[config.mk]
export PLATFORM = sky130hd
export DESIGN_NAME = shift_seq_ctrl
export DESIGN_NICKNAME = d
export VERILOG_FILES = /design/src/rtl/shift_seq_ctrl_pkg.sv /design/src/rtl/shift_seq_ctrl_shift_step.sv /design/src/rtl/shift_seq_ctrl.sv
export SDC_FILE = /design/constraint.sdc
export NUM_CORES = 1
export LEC_CHECK = 0
export CORE_MARGIN = 2
export CORE_UTILIZATION = 29
export DETAILED_ROUTE_END_ITERATION = 12
export GPL_TIMING_DRIVEN = 0
export PLACE_DENSITY = 0.56
export SYNTH_ARGS = -nofsm -noshare
export SYNTH_HDL_FRONTEND = slang
export SYNTH_SLANG_ARGS = --single-unit
[constraint.sdc]
create_clock -name clk -period 2.3 [get_ports clk]
set_input_delay 0.575 -clock clk [delete_from_list [all_inputs] [get_ports clk]]
set_output_delay 0.575 -clock clk [all_outputs]
set_load 0.01 [all_outputs]
[src/rtl/shift_seq_ctrl_pkg.sv]
// Shared definitions for the sequential shift controller: op-codes, FSM states, op helpers.
package shift_seq_ctrl_pkg;

  localparam int unsigned OP_W = 3;

  localparam logic [OP_W-1:0] OP_NOP  = 3'b000;
  localparam logic [OP_W-1:0] OP_LOAD = 3'b001;
  localparam logic [OP_W-1:0] OP_LSL  = 3'b010;
  localparam logic [OP_W-1:0] OP_LSR  = 3'b011;
  localparam logic [OP_W-1:0] OP_ASR  = 3'b100;

  typedef enum logic [1:0] {
    ST_IDLE  = 2'b00,
    ST_SHIFT = 2'b01,
    ST_RESP  = 2'b10
  } state_e;

  // True for the three ops that run through the SHIFT state.
  function automatic logic is_shift_op(input logic [OP_W-1:0] op);
    return (op == OP_LSL) || (op == OP_LSR) || (op == OP_ASR);
  endfunction

endpackage

[src/rtl/shift_seq_ctrl_shift_step.sv]
// Combinational single-bit shift step; non-shift ops pass the data through unchanged.
module shift_step
  import shift_seq_ctrl_pkg::*;
#(
  parameter int unsigned WIDTH = 8
) (
  input  logic [OP_W-1:0]  op,
  input  logic [WIDTH-1:0] d,
  output logic [WIDTH-1:0] d_next
);

  always_comb begin
    d_next = d;
    case (op)
      OP_LSL:  d_next = {d[WIDTH-2:0], 1'b0};
      OP_LSR:  d_next = {1'b0, d[WIDTH-1:1]};
      OP_ASR:  d_next = {d[WIDTH-1], d[WIDTH-1:1]};
      default: d_next = d;
    endcase
  end

endmodule

[src/rtl/shift_seq_ctrl.sv]
// Owns the data register and runs multi-bit shifts one bit per clock behind
// a command handshake, returning the register over a response handshake.
module shift_seq_ctrl
  import shift_seq_ctrl_pkg::*;
#(
  parameter int unsigned WIDTH = 8,
  parameter int unsigned SHW   = 3
) (
  input  logic             clk,
  input  logic             reset,
  input  logic             cmd_valid,
  output logic             cmd_ready,
  input  logic [OP_W-1:0]  cmd_op,
  input  logic [SHW-1:0]   cmd_shamt,
  input  logic [WIDTH-1:0] cmd_d_in,
  output logic             rsp_valid,
  input  logic             rsp_ready,
  output logic [WIDTH-1:0] rsp_d_out,
  output logic             busy
);

  state_e           state;
  logic [OP_W-1:0]  op_q;
  logic [SHW-1:0]   cnt_q;
  logic [WIDTH-1:0] data_q;
  logic [WIDTH-1:0] data_step;

  shift_step #(.WIDTH(WIDTH)) u_step (
    .op     (op_q),
    .d      (data_q),
    .d_next (data_step)
  );

  assign rsp_d_out = data_q;

  // FSM, counter, data register and handshake flags all update together.
  always_ff @(posedge clk) begin
    if (reset) begin
      state     <= ST_IDLE;
      op_q      <= OP_NOP;
      cnt_q     <= '0;
      data_q    <= '0;
      cmd_ready <= 1'b1;
      rsp_valid <= 1'b0;
      busy      <= 1'b0;
    end else begin
      case (state)
        ST_IDLE: begin
          if (cmd_valid) begin
            op_q      <= cmd_op;
            cmd_ready <= 1'b0;
            busy      <= 1'b1;
            if (cmd_op == OP_LOAD) begin
              data_q <= cmd_d_in;
            end
            if (is_shift_op(cmd_op) && (cmd_shamt != '0)) begin
              cnt_q <= cmd_shamt;
              state <= ST_SHIFT;
            end else begin
              state     <= ST_RESP;
              rsp_valid <= 1'b1;
            end
          end
        end

        ST_SHIFT: begin
          data_q <= data_step;
          cnt_q  <= cnt_q - SHW'(1);
          if (cnt_q == SHW'(1)) begin
            state     <= ST_RESP;
            rsp_valid <= 1'b1;
          end
        end

        ST_RESP: begin
          if (rsp_ready) begin
            state     <= ST_IDLE;
            rsp_valid <= 1'b0;
            cmd_ready <= 1'b1;
            busy      <= 1'b0;
          end
        end

        default: begin
          state     <= ST_IDLE;
          cmd_ready <= 1'b1;
          rsp_valid <= 1'b0;
          busy      <= 1'b0;
        end
      endcase
    end
  end

endmodule

==> metrics.cfg <==
[detailed_routing]
wl_per_cell_um=13.9
wl_um=2890
detailroute.via_count=1046
first_iter_violations=67
remaining_drc_errors=0
drtPass1Iterations=4
postRouteAntennaNets=0
vias_per_cell=5.03

[flow_run]
maxCapViolCount=0

[floorplanning]
die_x_um=67.2
fp.dieH_um=67.2
rows=22
start_util=0.310
dieArea_um2=4520
core-area_um2=3740
io_pins=29

[synthesis]
postSynthNetCount=148
syn_area_per_cell_um2=9.06
muxShareOfSynthArea=0.0518
synth.most_common_cell=dfxtp_1
synth-xor-area-share=0
synth_compound_area_frac=0.293
synth_top_area_cell=dfxtp_1
synth_fa_ha_area_frac=0.0216
netlist_area_um2=1160
async_flop_share=0
synth-edff-count=0
synth-simple-area-share=0.255
netlist_top_cells_count=19 x dfxtp_1, 12 x a21oi_1, 12 x nor2_1
yosysWarningCount=0
yosysSeqAreaShare=0.328
synth_area_leaders=dfxtp_1 33%, nand2b_1 5.9%, a21oi_1 5.2%
synth_top_area_frac=0.328
ys_ff_latch=19
ys.flop_type=dfxtp_1
synth_cell_types=44
syn_inst=128
synth_top_family_by_area=compound AO/OA/AOI/OAI gates

[placement]
gp_congestion=0.731
hpwl_um=2130
dp.cells=204
port_buffers=28

[global_routing]
antenna_found_initial=0
overflow=0
grt_max_degree=12
grt_pass1_wl_um=4850
grt_use_total=0.141
grt_pass1_vias=1017

[cts]
post_cts_buffers=0
cts_root_buf=clkbuf_8
hold_buffers=0
clk_pin_slew_ps=80
cts_resized=0
cts_made_buffers=3
clk_latency_ps=260
cts_buffer_depth=2
tritoncts=yes
cts.sinks=19
h-tree-depth=1

[timing]
fmax_ghz=0.507
relSlewSlack=0.672
fin_tns_setup_ps=0
hold_viol=0
setup_viol=0
skew_ps=3.59
rsz0062_at_grt=no
period_minus_slack_ps=1970
report.final.slew_viol_count=0
fin_crit_sh=0.858
worstMarginPinSlew_ps=492

[hold_path]
hold_class=reg2reg
min-delay-start=cnt_q[1]$_SDFFE_PP0P_

[power]
power_density_nw_per_um2=545
irDropWorstVdd_v=0.000300
p_leak_nw=0.591

[setup_path]
crit_path_start_kind=primary input
cp.required_ps=2510
path_cells=clkdlybuf4s50_1 > nand4bb_1 > a21oi_2 > nor3b_4 > a32o_1
reg2reg_slack_ps=800
end_kind=flop
critPathKind=in2reg
worst_path_largest_cell_delay_ps=450
crit_fanout=6
r2r_start=state[1]$_SDFFE_PP0P_
cp_slowest_cell=clkdlybuf4s50_1
cp-startpoint=cmd_op[1]
cp.arrival_ps=2180

[cells_and_area]
drive_gt1_frac=0.156
finalNetCount=181
stdcell_count=208
diodes=0
syn2layout_area_growth_pct=33.3

[status]
outcome=completed

==> per-stage QoR <==
step	setup WS (ps)	util	hold slack (ps)	cell area, um^2	power [mW]
global placement	71.0	0.401	478	1500	0.603
global route	189	0.413	516	1550	0.893
finish	327	0.413	487	1550	0.843
floorplan	674	-	453	1160	0.515
CTS	300	0.413	493	1550	0.853
detailed placement	44.9	0.401	481	1500	0.607
==> metal layers <==
metal | routed length (um) | vias to the layer above | track usage
li1 | - | 533 | -
met2 | 1330 | 28 | 0.224
met5 | 0 | - | 0
met3 | 156 | 0 | 0.0417
met1 | 1410 | 485 | 0.195
met4 | 0 | 0 | 0.0153
==> worst max-delay path: cells and delay by family <==
family          cells  cell delay, ps
simple gates        2             620
compound gates      2             520
buf+inv             1             450
==> path summary, 6_finish.rpt <==
path,to,cells past startpoint
worst min-delay path,cnt_q[1]$_SDFFE_PP0P_,2
worst max register to register,rsp_d_out[2]$_SDFFE_PP0P_,6
worst min register to register,cnt_q[1]$_SDFFE_PP0P_,2
worst max-delay path,rsp_d_out[4]$_SDFFE_PP0P_,5
==> layout make-up <==
type                       instances  area (um^2)
fill                             407         2200
multi-input combinational         98          721
sequential                        19          380
timing repair buffer              28          280
tap                               48         60.1
clock buffer                       3         41.3
buffer                             6         40.0
inverter                           5         18.8
clock inverter                     1         5.00
==> sequential cells by signal, summed over array words and instances, names as in the netlist <==
name and cells:
op_q 3, state 2, rsp_valid 1, cnt_q 3
busy 1, rsp_d_out 8, cmd_ready 1
==> layout by cell type, fill, tap and decap left out, types with 2 or more instances in the layout <==
cell type	instances
nor3b_4	2
a21oi_2	4
buf_2	2
nor2b_1	2
inv_1	5
a32o_1	6
mux2i_1	6
nand2b_1	11
buf_4	2
clkdlybuf4s50_1	28
nand2_1	6
dfxtp_1	19
nor3_1	2
a311oi_1	2
ha_1	2
clkbuf_8	3
a21oi_1	12
o21ai_0	6
nor2_1	12
==> where the power goes <==
part | switching, mW | total, mW | internal [mW]
combinational | 0.103 | 0.221 | 0.118
clock | 0.123 | 0.244 | 0.121
sequential | 0.0242 | 0.378 | 0.354
total | 0.250 | 0.843 | 0.593
==> logic make-up (layout without fill, tap and decap cells) <==
kind of cell	Yosys count	after routing
buffers and inverters	11	43
adders and majority gates	2	2
DFF	19	19
AOI/OAI and AO/OA	44	44
muxes	6	6
and+or+nand+nor	46	46
No activity file was read; power rests on OpenSTA's default activity.
